**src/rtl/mult_pkg.sv**
```systemverilog
// -----------------------------------------------------------------------------
// mult_pkg
// Shared definitions for the signed Dadda multiplier datapath: default widths,
// the write-back state encoding, and small helpers for inspecting products.
// -----------------------------------------------------------------------------
package mult_pkg;

  localparam int DEF_ADDR_W = 4;
  localparam int DEF_DATA_W = 32;

  // Write-back controller states.
  typedef enum logic [1:0] {
    IDLE  = 2'd0,
    RUN   = 2'd1,
    DRAIN = 2'd2,
    FULL  = 2'd3
  } wr_state_t;

  // True when a two's-complement product is negative.
  function automatic logic prod_is_neg(input logic [DEF_DATA_W-1:0] p);
    return p[DEF_DATA_W-1];
  endfunction

  // Magnitude of a two's-complement product. The most negative value maps
  // onto itself, which is the expected wrap for a fixed-width magnitude.
  function automatic logic [DEF_DATA_W-1:0] prod_magnitude(input logic [DEF_DATA_W-1:0] p);
    return p[DEF_DATA_W-1] ? (~p + 1'b1) : p;
  endfunction

endpackage

```
**src/rtl/valid_delay_line.sv**
```systemverilog
// -----------------------------------------------------------------------------
// valid_delay_line
// Shift register that delays a run/pause strobe by LAT cycles so that it can
// mark which cycles carry a valid pipeline result. Shared by the fetch side and
// the write-back side.
//
// Ports
//   i_clk    clock, posedge
//   i_rst_n  synchronous reset, active-low; empties the line
//   i_clear  synchronous flush; empties the line
//   i_din    strobe sampled every cycle
//   o_tap    strobe delayed by LAT cycles (oldest stage)
//   o_any    at least one stage holds a 1 (results still in flight)
// -----------------------------------------------------------------------------
module valid_delay_line #(
  parameter int LAT = 2
) (
  input  logic i_clk,
  input  logic i_rst_n,
  input  logic i_clear,
  input  logic i_din,
  output logic o_tap,
  output logic o_any
);

  logic [LAT-1:0] r_pipe;

  generate
    if (LAT == 1) begin : g_single
      always_ff @(posedge i_clk) begin
        if (!i_rst_n || i_clear) r_pipe <= '0;
        else                     r_pipe <= i_din;
      end
    end else begin : g_multi
      // NOTE: non-blocking assignments let every stage see the previous value
      // of its neighbour, so the shift happens as one parallel step per edge.
      always_ff @(posedge i_clk) begin
        if (!i_rst_n || i_clear) r_pipe <= '0;
        else                     r_pipe <= {r_pipe[LAT-2:0], i_din};
      end
    end
  endgenerate

  assign o_tap = r_pipe[LAT-1];
  assign o_any = |r_pipe;

endmodule

```
**src/rtl/result_writer.sv**
```systemverilog
// -----------------------------------------------------------------------------
// result_writer
// Write-back end of the signed multiplier datapath. Products arriving from the
// multiplier are written, unmodified, into result BRAM port B at sequential
// addresses starting at 0. The fetch side's start_stop strobe is delayed by the
// multiplier latency to tell which cycles carry a valid product.
//
// Parameters
//   ADDR_W    result BRAM address width (capacity 2**ADDR_W words)
//   DATA_W    product / BRAM word width
//   PIPE_LAT  cycles from start_stop sampled high to its product (1..8)
//   WRAP      0: stop in FULL at capacity; 1: wrap address and keep writing
//
// Ports
//   clka        clock, posedge
//   rst         synchronous reset, active-low
//   start_stop  run/pause strobe shared with the fetch side
//   clear       synchronous restart (pointer, delay line, state; data held)
//   product     signed product, valid only in a tap cycle
//   addrb/enb/web/dinb  registered BRAM port B write interface
//   wr_count    products written since reset/clear, saturating at 2**ADDR_W
//   busy        controller is in RUN or DRAIN
//   full        controller is in FULL
//   done        one-cycle pulse on DRAIN->IDLE or on entering FULL
// -----------------------------------------------------------------------------
module result_writer
  import mult_pkg::*;
#(
  parameter int ADDR_W   = DEF_ADDR_W,
  parameter int DATA_W   = DEF_DATA_W,
  parameter int PIPE_LAT = 2,
  parameter bit WRAP     = 1'b0
) (
  input  logic              clka,
  input  logic              rst,
  input  logic              start_stop,
  input  logic              clear,
  input  logic [DATA_W-1:0] product,
  output logic [ADDR_W-1:0] addrb,
  output logic              enb,
  output logic              web,
  output logic [DATA_W-1:0] dinb,
  output logic [ADDR_W:0]   wr_count,
  output logic              busy,
  output logic              full,
  output logic              done
);

  localparam logic [ADDR_W:0] CAP    = {1'b1, {ADDR_W{1'b0}}};
  localparam logic [ADDR_W:0] CAP_M1 = CAP - 1'b1;

  wr_state_t         r_state;
  logic [ADDR_W-1:0] r_ptr;
  logic [ADDR_W:0]   r_count;
  logic [ADDR_W-1:0] r_addrb;
  logic              r_enb;
  logic [DATA_W-1:0] r_dinb;
  logic              r_done;

  wr_state_t w_next;
  logic      w_done;
  logic      w_tap;
  logic      w_any;
  logic      w_wr;
  logic      w_last;

  valid_delay_line #(
    .LAT (PIPE_LAT)
  ) u_vpipe (
    .i_clk   (clka),
    .i_rst_n (rst),
    .i_clear (clear),
    .i_din   (start_stop),
    .o_tap   (w_tap),
    .o_any   (w_any)
  );

  // A tap carries a product; once FULL, further products are dropped.
  assign w_wr   = w_tap && (r_state != FULL);
  // The write that fills the last free word ends the run when not wrapping.
  assign w_last = w_wr && !WRAP && (r_count == CAP_M1);

  always_comb begin
    // NOTE: every output of this block is given a default before the case so
    // no path leaves a value unassigned, which would otherwise infer a latch.
    w_next = r_state;
    w_done = 1'b0;
    unique case (r_state)
      IDLE:  if (start_stop) w_next = RUN;
      RUN:   if (!start_stop) w_next = DRAIN;
      DRAIN: begin
        if (start_stop) begin
          w_next = RUN;
        end else if (!w_any) begin
          w_next = IDLE;
          w_done = 1'b1;
        end
      end
      FULL:    w_next = FULL;
      default: w_next = IDLE;
    endcase
    if (w_last) begin
      w_next = FULL;
      w_done = 1'b1;
    end
  end

  always_ff @(posedge clka) begin
    if (!rst) begin
      r_state <= IDLE;
      r_ptr   <= '0;
      r_count <= '0;
      r_addrb <= '0;
      r_enb   <= 1'b0;
      r_dinb  <= '0;
      r_done  <= 1'b0;
    end else if (clear) begin
      // NOTE: clear restarts control only; the last address and data stay on
      // the BRAM port, since with enb low they are never consumed anyway.
      r_state <= IDLE;
      r_ptr   <= '0;
      r_count <= '0;
      r_enb   <= 1'b0;
      r_done  <= 1'b0;
    end else begin
      r_state <= w_next;
      r_done  <= w_done;
      r_enb   <= w_wr;
      if (w_wr) begin
        r_addrb <= r_ptr;
        r_dinb  <= product;
        // The pointer wraps naturally at 2**ADDR_W; without WRAP the FULL
        // state stops writes before the wrapped pointer is ever used.
        r_ptr   <= r_ptr + 1'b1;
        if (r_count != CAP) r_count <= r_count + 1'b1;
      end
    end
  end

  assign addrb    = r_addrb;
  assign enb      = r_enb;
  assign web      = r_enb;
  assign dinb     = r_dinb;
  assign wr_count = r_count;
  assign busy     = (r_state == RUN) || (r_state == DRAIN);
  assign full     = (r_state == FULL);
  assign done     = r_done;

endmodule
```
**config.mk**
```make
export PLATFORM = sky130hd
export DESIGN_NAME = result_writer
export DESIGN_NICKNAME = d
export VERILOG_FILES = /design/src/rtl/mult_pkg.sv /design/src/rtl/valid_delay_line.sv /design/src/rtl/result_writer.sv
export SDC_FILE = /design/constraint.sdc
export NUM_CORES = 1
export LEC_CHECK = 0
export CAP_MARGIN = 20
export CORE_MARGIN = 2
export CORE_UTILIZATION = 30
export DETAILED_ROUTE_END_ITERATION = 7
export SYNTH_ARGS = -nofsm -noshare
export SYNTH_HDL_FRONTEND = slang
export SYNTH_HIERARCHICAL = 1
export SYNTH_SLANG_ARGS = --single-unit
```
**constraint.sdc**
```tcl
create_clock -name clka -period 1.6 [get_ports clka]
set_clock_uncertainty 0.1 [all_clocks]
set_input_delay 0.32 -clock clka [delete_from_list [all_inputs] [get_ports clka]]
set_output_delay 0.32 -clock clka [all_outputs]
set_load 0.005 [all_outputs]
```
### Yosys cells after proc, flatten, opt, wreduce, memory -nomap -nowiden

Index checks and enable logic that the tools add are counted.

| storage, ports and cells | value |
|---|---|
| bits of input ports | 36 |
| word-level logic and storage cells | 42 |
| register bits | 51 |
| output and inout bits | 46 |

| cells by class | value |
|---|---|
| reduce and logical (&&, ||, !) cells | 11 |
| eq/ne operators | 9 |
| bitwise logic cells | 2 |
| muxes and demuxes | 10 |
| add/subtract/negate cells | 2 |

Operator list:

| operator | number |
|---|---|
| $mux 2 | 5 |
| $pmux 2 s4 | 1 |
| $ne 3x3->1 const B | 2 |
| $add 5x1->5 const B | 1 |
| $eq 5x4->1 const B | 1 |
| $ne 5x5->1 const B | 1 |
| $add 4x1->4 const B | 1 |
| $eq 2x2->1 const B | 2 |
| $mux 1 | 4 |
| $ne 4x4->1 const B | 1 |
| $reduce_and 2->1 | 2 |
| $reduce_or 2->1 | 2 |
| $reduce_and 3->1 | 1 |
| $eq 2x1->1 const B | 1 |
| $logic_and 1x1->1 | 2 |
| $logic_not 2->1 | 1 |
| $logic_or 1x1->1 | 2 |
| $ne 2x2->1 const B | 1 |
| $not 1->1 | 2 |
| $logic_not 1->1 | 1 |

### Longest topological paths before layout

Gate-level depths: netlist of run 1.

| logic depth | value |
|---|---|
| depth in word-level cells | 5 |
| mapped depth | 6 |
| depth with buffers taken out | 6 |

### Modules after synthesis

The synthesis of run 1 kept the hierarchy.

Modules (own cells, without submodules):

| module | instances | cells each | seq. area each (um^2) | area an instance (um^2) |
|---|---|---|---|---|
| result_writer | 1 | 236 | 980.9 | 2083.2 |
| valid_delay_line | 1 | 5 | 40.0 | 65.1 |

### Worst setup path before layout of run 1

No wires, ideal clock.

| path | value |
|---|---|
| kind | reg-to-reg |
| start point | register r_count[0], in the netlist wr_count[0] |
| end point | register r_state[0] |
| required time | 1.366 ns |
| cell stages (with the launch flop) | 7 |
| path buffers | 0 |
| library setup time | 0.134 ns |
| setup slack | -0.152 ns |
| arrival | 1.517 ns |
| clock period less this slack | 1.752 ns |
| cells stage by stage | dfxtp_1 -> ha_1 -> and3_1 -> ha_1 -> and3b_1 -> a2111oi_0 -> a211oi_1 |

| on the way | value |
|---|---|
| longest elaborated chain between the ends | 4 |
| elaborated cells on any way between the ends | 7 |
| classes of those cells | eq/ne: 4; mux: 1; reduce/logical: 2 |

RTL lines:

| what | RTL line | source |
|---|---|---|
| start, declared | result_writer.sv:54 | `logic [ADDR_W:0] r_count;` |
| start signal, assigned | result_writer.sv:135 | `if (r_count != CAP) r_count <= r_count + 1'b1;` |
| $eq 5x4->1 * | result_writer.sv:81 | `assign w_last = w_wr && !WRAP && (r_count == CAP_M1);` |
| $logic_and 1x1->1 * | result_writer.sv:81 |  |
| $ne 4x4->1 (no line) or $ne 3x3->1 (tied branches) | -- |  |
| $reduce_and 3->1 (no line) | -- |  |
| end signal, assigned | result_writer.sv:126 | `r_state <= w_next;` |
| end, declared | result_writer.sv:52 | `wr_state_t r_state;` |

Mark *: on every way between the ends. The rest lies on a longest branch, timed or not.
A chain may end at the register's enable or synchronous reset.

### Worst setup path after layout of run 1

| path | value |
|---|---|
| start point | register r_state[0] |
| end point | register r_dinb[3], in the netlist dinb[3] |

| on the way | value |
|---|---|
| longest elaborated chain between the ends | 3 |

RTL lines:

| what | RTL line | source |
|---|---|---|
| $ne 2x2->1 | result_writer.sv:79 | `assign w_wr = w_tap && (r_state != FULL);` |
| $logic_and 1x1->1 | result_writer.sv:79 |  |
| $reduce_and 2->1 (no line) | -- |  |
| end signal, assigned | result_writer.sv:131 | `r_dinb <= product;` |
| end, declared | result_writer.sv:57 | `logic [DATA_W-1:0] r_dinb;` |

No other way between the ends.

==> results of run 1 <==
cells by family (layout without fill, tap and decap cells):
kind of cell | count (synthesis) | after routing | share of synthesized area [%]
adders and majority gates | 9 | 9 | 5.24
DFF | 51 | 51 | 47.5
and+or+nand+nor | 106 | 106 | 22.9
xor gates and xnor gates | 2 | 2 | 0.816
AOI/OAI and AO/OA | 53 | 53 | 17.3
buffers and inverters | 20 | 137 | 6.17
power groups by stage:
stage                     sequential, mW  clock (mW)  combinational [mW]
after floorplan                     1.32           0              0.0743
after global placement              1.32           0               0.220
after detailed placement            1.32           0               0.219
after CTS                           1.29       0.760               0.237
after global routing                1.29       0.806               0.296
final                               1.29       0.730               0.277
per-layer routing:
metal	track usage (%)	part of all wire [%]	up-vias
li1	-	-	1032
met4	3.72	0.84	0
met3	3.45	5.5	5
met1	18.3	46	942
met5	0	0	-
met2	24.5	48	61
layout make-up:
class / instances / area share [%]
clock buffers: 6 / 1.90
clock inverters: 2 / 0.328
inverters: 6 / 0.590
multi-input cells: 170 / 31.7
flip-flops and latches: 51 / 27.4
well taps: 96 / 3.14
repair buffers: 123 / 34.9
state kept, by name (all words and copies together) (netlist names):
signal          count
addrb               4
dinb               32
done                1
enb                 1
r_ptr               4
r_state             2
u_vpipe/r_pipe      2
wr_count            5
worst reg2reg max path: cells and delay by family, from the launching register on:
family | cells | cell delay [ps]
adder cells (fa/ha/maj) | 1 | 180
AO/OA/AOI/OAI | 1 | 70
AND/OR/NAND/NOR | 2 | 530
buffers and inverters | 1 | 300
flip-flops | 1 | 380
cell usage in the layout (no fill, tap or decap), types with 6 or more instances in the layout:
| master | instances |
|---|---|
| dlygate4sd2_1 | 6 |
| a21boi_2 | 6 |
| a21oi_1 | 6 |
| nand2_4 | 7 |
| buf_4 | 28 |
| clkdlybuf4s50_1 | 57 |
| nor2_1 | 6 |
| a21boi_1 | 26 |
| dfxtp_1 | 34 |
| dfxtp_2 | 15 |
| dlymetal6s2s_1 | 17 |
| nand2_1 | 67 |
repair_timing:
| action | 4_1_cts | 5_1_grt |
|---|---|---|
| gates resized for setup | 22 | 71 |
| setup buffers | 6 | 7 |
| endpoints found under the setup margin | 23 | 71 |
| gates cloned | 3 | 4 |
| hold endpoints to repair | 0 | 0 |
| hold buffers | 0 | 0 |
| pin swaps | 7 | 20 |
how the worst max path moves through the flow:
stage | end | from | depth (start not counted) | slack [ps]
CTS | busy | r_state[0]$_SDFFE_PP0P_ | 3 | -110
global route | dinb[3]$_SDFFE_PN0P_ | r_state[0]$_SDFFE_PP0P_ | 5 | -110
detailed placement | dinb[5]$_SDFFE_PN0P_ | clear | 6 | -220
floorplan | r_state[0]$_SDFFE_PP0P_ | wr_count[0]$_SDFFE_PP0P_ | 6 | -60
global placement | dinb[7]$_SDFFE_PN0P_ | clear | 6 | -160
finish | dinb[3]$_SDFFE_PN0P_ | r_state[0]$_SDFFE_PP0P_ | 5 | -80
==> metrics.cfg, run 1 <==
[setup_path]
rr_worst_depth = 5
worst_path_largest_cell_delay_ps = 470
critical_path_buf_inv_count = 1
crit_chain = ha_4, or3b_4, bufbuf_16, nand2_1, a21boi_0
reg2reg_from = r_state[0]$_SDFFE_PP0P_
worst-r2r-setup-slack_ps = -80
critPathMaxFanout = 5
path_class = reg2reg
cp.required_ps = 1680
critPathTopFamily = simple AND/OR/NAND/NOR gates
timing.critical_path.from_type = flip-flop
destination_of_the_worst_register_to_register_timing_path = dinb[3]$_SDFFE_PN0P_
end_kind = flip-flop
slowest_stage = or3b_4
crit_arrival_ps = 1760

[synthesis]
syn-mean-instance-area_sq_um = 8.91
sequential_area_share_after_synthesis_pct = 47.5
yosysWarningCount = 6
most_common_cell_in_the_netlist = nand2_1
yosys_most_used_dff = dfxtp_1
synth_top_cells_by_area = dfxtp_1 48%, nand2_1 13%, a21boi_1 10%
yosys.area.top_type_share_pct = 47.5
syn_inst = 241
ys_async_sr_fraction_pct = 0
ys_top_cells_by_count = 75 x nand2_1, 51 x dfxtp_1, 30 x a21boi_1
seq_cells_post_synth = 51
synth_edf_count = 0
synth.net_count = 286
synth_largest_area_cell = dfxtp_1
netlist_area_pre_place_sq_um = 2150
ys_types = 36

[power]
p_sw_mw = 0.533
power.density_nw_per_um2 = 601
cellLeakagePower_nw = 1.75
internal-power_mw = 1.76
power_frac_seq_pct = 56.1
ir_worst_vdd_v = 0.000290
share_comb_of_total_power_pct = 12.1
netSwitchingFraction_pct = 23.2
post-layout-total-power_mw = 2.30
power.clock.fraction_pct = 31.8

[route]
route.detailed.vias_per_inst = 4.49
drt-initial-drc-count = 76
vias = 2040
drc = 0
postRouteAntennaNets = 0
wire_per_inst_um = 13.4
detail_route.first_pass.iterations = 4
drt_wl_total_mm = 6.10

[global_routing]
grt.total_usage_pct = 14.4
grt_max_degree = 29
antenna_found_initial = 0
first_global_vias = 1946
overflow = 0
grt_first_pass_wirelength_mm = 8.89

[sta]
setup-violations-final = 23
finalCriticalPeriod_ps = 1680
max_clock_freq_mhz = 597
timing.final.crit_share_pct = 105
setup_tns_ps = -911
final_critical_path_setup_slack_ps = -76.4
maxSlewHeadroom_pct = 77.5
slew_violations = 0
worstMarginPinSlew_ps = 337
holdWs_ps = 351
unrepaired_setup_endpoints_after_global_routing = yes
endpoints_failing_hold = 0

[clock_network]
ctsHtreeMaxLevel = 2
max-clock-path-buffers = 2
clock_sinks = 51
cts_tree = yes
cts.reportedPaths.clkPinSlew_ps = 90
number_of_buffers_created_by_cts = 5
clkLatencyLatePin_ps = 290
clockRootBuffer = clkbuf_8

[min_path]
hold_path_startpoint = dinb[24]$_SDFFE_PN0P_
hold_path_end = dinb[24]$_SDFFE_PN0P_
hold-path-cell-count = 2
min-delay-path-class = reg2reg

[floorplan]
ioPinCount = 82
core_area_sq_um = 6870
rows = 30
design.die.area_sq_um = 7850
dieWidth_um = 88.6
initial_core_util_pct = 31.3
die-height_um = 88.6

[run]
timing.max_cap.violations = 0

[placed_design]
place.port_buffers = 81
post-place-cells = 427
pre_cts_ws_ps = -218
detailedPlacementHpwl_mm = 3.72
globalplace.congestion = 0.774
placed_cell_area_sq_um = 3190

[layout]
multi_input_combinational_cell_area_sq_um = 1210
finish.utilization_pct = 55.6
share_of_layout_cells_above_drive_strength_1_pct = 28.8
areaGrowthSynthToFinish_pct = 77.8
fill_cells = 628
finish.net_count = 402
insertedDiodeCount = 0
seqCellArea_sq_um = 1050
finalInstanceArea_sq_um = 3820
stdcell_count = 454

[outcome]
violated_checks = setup timing
status = finished with violations

(Power assumes the default switching activity.)
==> inputs of run 2 (changes only) <==
--- a/config.mk
+++ b/config.mk
@@ -9,6 +9,7 @@
 export CORE_MARGIN = 2
 export CORE_UTILIZATION = 30
 export DETAILED_ROUTE_END_ITERATION = 7
+export HOLD_SLACK_MARGIN = 0.05
 export SYNTH_ARGS = -nofsm -noshare
 export SYNTH_HDL_FRONTEND = slang
 export SYNTH_HIERARCHICAL = 1
==> results of run 2 <==
Same layout as run 1: the final DEF is identical, and so are final timing and power.
==> inputs of run 3 (changes only) <==
--- a/config.mk
+++ b/config.mk
@@ -10,6 +10,7 @@
 export CORE_UTILIZATION = 30
 export DETAILED_ROUTE_END_ITERATION = 7
 export HOLD_SLACK_MARGIN = 0.05
+export SETUP_SLACK_MARGIN = 0.1
 export SYNTH_ARGS = -nofsm -noshare
 export SYNTH_HDL_FRONTEND = slang
 export SYNTH_HIERARCHICAL = 1
==> run 3 against run 2 <==
Effect of this change: the flow still finishes with violations (setup timing); global-route usage increased by 2.0 points; cell area increased by 5.8%; flip-flop and latch count unchanged; register-to-register slack got worse by 60 ps.
==> metrics.cfg, run 3 (synthesis results as in run 1) <==
[sta]
worstMarginPinSlew_ps = 319  ; -18.5 ps
timing.final.crit_share_pct = 109  ; +4.0 points
holdWs_ps = 353  ; +1.74 ps
endpoints_failing_hold = 0  ; unchanged
finalCriticalPeriod_ps = 1740  ; +63.5 ps
final_critical_path_setup_slack_ps = -140  ; -63.5 ps
max_clock_freq_mhz = 575  ; -3.6%
setup-violations-final = 37  ; +61%
unrepaired_setup_endpoints_after_global_routing = yes
maxSlewHeadroom_pct = 78.7  ; +1.2 points
slew_violations = 0  ; unchanged

[run]
timing.max_cap.violations = 0  ; unchanged

[global_routing]
overflow = 0  ; unchanged
gr-usage-met2_pct = 27.4  ; +2.9 points
gr-usage-met3_pct = 3.73  ; +0.28 points
groute.layer.met1.usage_pct = 21.4  ; +3.1 points
busiest_layer = met2
grt_first_pass_wirelength_mm = 9.98  ; +12%
first_global_vias = 2052  ; +5.4%
antenna_found_initial = 0  ; unchanged
grt.total_usage_pct = 16.4  ; +2.0 points
grt_max_degree = 30  ; +3.4%

[power]
post-layout-total-power_mw = 2.64  ; +15%
internal-power_mw = 2.08  ; +18%
power.density_nw_per_um2 = 653  ; +8.7%
netSwitchingFraction_pct = 21.4  ; -1.9 points
p_sw_mw = 0.564  ; +5.8%
power_frac_seq_pct = 48.8  ; -7.3 points
power.clock.fraction_pct = 40.7  ; +8.9 points
share_comb_of_total_power_pct = 10.6  ; -1.5 points
ir_worst_vdd_v = 0.000505  ; +74%
cellLeakagePower_nw = 1.71  ; -2.4%

[route]
wire_per_inst_um = 14.1  ; +4.9%
route.detailed.vias_per_inst = 4.55  ; +1.3%
drt-initial-drc-count = 50  ; -34%
detail_route.first_pass.iterations = 4  ; unchanged
drc = 0  ; unchanged
postRouteAntennaNets = 0  ; unchanged
vias = 2117  ; +3.8%
drt_wl_total_mm = 6.55  ; +7.5%

[placed_design]
detailedPlacementHpwl_mm = 3.75  ; +0.56%
post-place-cells = 428  ; +0.23%
placed_cell_area_sq_um = 3180  ; -0.59%
place.port_buffers = 81  ; unchanged
globalplace.congestion = 0.728  ; -5.9%

[layout]
insertedDiodeCount = 0  ; unchanged
areaGrowthSynthToFinish_pct = 88.2
share_of_layout_cells_above_drive_strength_1_pct = 46.9  ; +18 points
stdcell_count = 465  ; +2.4%
finalInstanceArea_sq_um = 4040  ; +5.8%
fill_cells = 638  ; +1.6%
finish.net_count = 413  ; +2.7%
finish.utilization_pct = 58.9  ; +3.2 points
final_cell_mix = 43 x dlygate4sd2_1, 35 x clkdlybuf4s50_1, 32 x nand2_2, 29 x nand2_1, 29 x buf_4
largest_register_ffs = 32  ; unchanged
mostFrequentLayoutCell = dlygate4sd2_1

[clock_network]
cts_tree = yes
cts.reportedPaths.clkPinSlew_ps = 90  ; about the same
clockRootBuffer = clkbuf_8
number_of_buffers_created_by_cts = 5  ; unchanged
max-clock-path-buffers = 2  ; unchanged
clock_sinks = 51  ; unchanged
clkLatencyLatePin_ps = 300  ; about the same
ctsHtreeMaxLevel = 2  ; unchanged

[floorplan]
design.die.area_sq_um = 7850  ; unchanged
dieWidth_um = 88.6  ; unchanged
die-height_um = 88.6  ; unchanged
core_area_sq_um = 6870  ; unchanged
ioPinCount = 82  ; unchanged
initial_core_util_pct = 31.3  ; unchanged
rows = 30  ; unchanged

[setup_path]
slowest_stage = or3b_4
end_kind = flip-flop
cp.required_ps = 1700  ; +20 ps
crit_chain = ha_4, buf_6, or3b_4, bufbuf_16, nand2_1, a21boi_1
worst_path_largest_cell_delay_ps = 450  ; -20 ps
critPathMaxFanout = 5  ; unchanged
path_class = reg2reg
timing.critical_path.from_type = flip-flop
crit_arrival_ps = 1840  ; +80 ps

[outcome]
violated_checks = setup timing
status = finished with violations

[min_path]
min-delay-path-class = reg2reg

run 3: cell type report:
class                   instances  area, sq um  area share [%]
inverters                       6         27.5           0.681
flip-flops and latches         51         1060            26.3
repair buffers                134         1330            32.8
clock inverters                 3         67.6            1.67
well taps                      96          120            2.97
clock buffers                   5         68.8            1.70
multi-input cells             170         1370            33.9
run 3: critical path: cells and delay by family, from the launching register on:
| family | cells | cell delay, ps |
|---|---|---|
| flops | 1 | 370 |
| buf+inv | 2 | 410 |
| simple gates | 2 | 520 |
| fa+ha+maj | 1 | 160 |
| compound gates | 1 | 60 |
run 3: final timing paths:
| check | start | to | slack [ps] | cells after the start |
|---|---|---|---|---|
| worst min register to register | dinb[21]$_SDFFE_PN0P_ | dinb[21]$_SDFFE_PN0P_ | 350 | 2 |
| worst min-delay path | dinb[21]$_SDFFE_PN0P_ | dinb[21]$_SDFFE_PN0P_ | 350 | 2 |
| worst max-delay path | r_state[0]$_SDFFE_PP0P_ | dinb[10]$_SDFFE_PN0P_ | -140 | 6 |
| worst max register to register | r_state[0]$_SDFFE_PP0P_ | dinb[10]$_SDFFE_PN0P_ | -140 | 6 |
run 3: metal layers:
metal | routed length, um | up-vias
li1 | - | 1059
met4 | 70 | 0
met2 | 3100 | 70
met3 | 422 | 8
met5 | 0 | -
met1 | 2960 | 980
run 3: through the flow:
stage	setup TNS [ps]	setup WS, ps
floorplan	-55.0	-55.0
global placement	-6500	-180
detailed placement	-6770	-189
CTS	-2270	-103
global route	-4840	-169
finish	-2980	-140
run 3: timing repair:
action	4_1_cts	5_1_grt
setup buffers	19	5
setup endpoints to repair	89	50
gates cloned	6	1
pin swaps	43	39
hold buffers	0	0
resized for setup	152	69
hold endpoints to repair	0	0
run 3: power by group through the flow:
stage          registers, mW  clock network, mW  logic, mW
2_1_floorplan           1.32                  0     0.0752
3_3_place_gp            1.32                  0      0.219
3_5_place_dp            1.32                  0      0.219
4_1_cts                 1.29               1.09      0.264
5_1_grt                 1.29               1.13      0.299
6_report                1.29               1.07      0.279
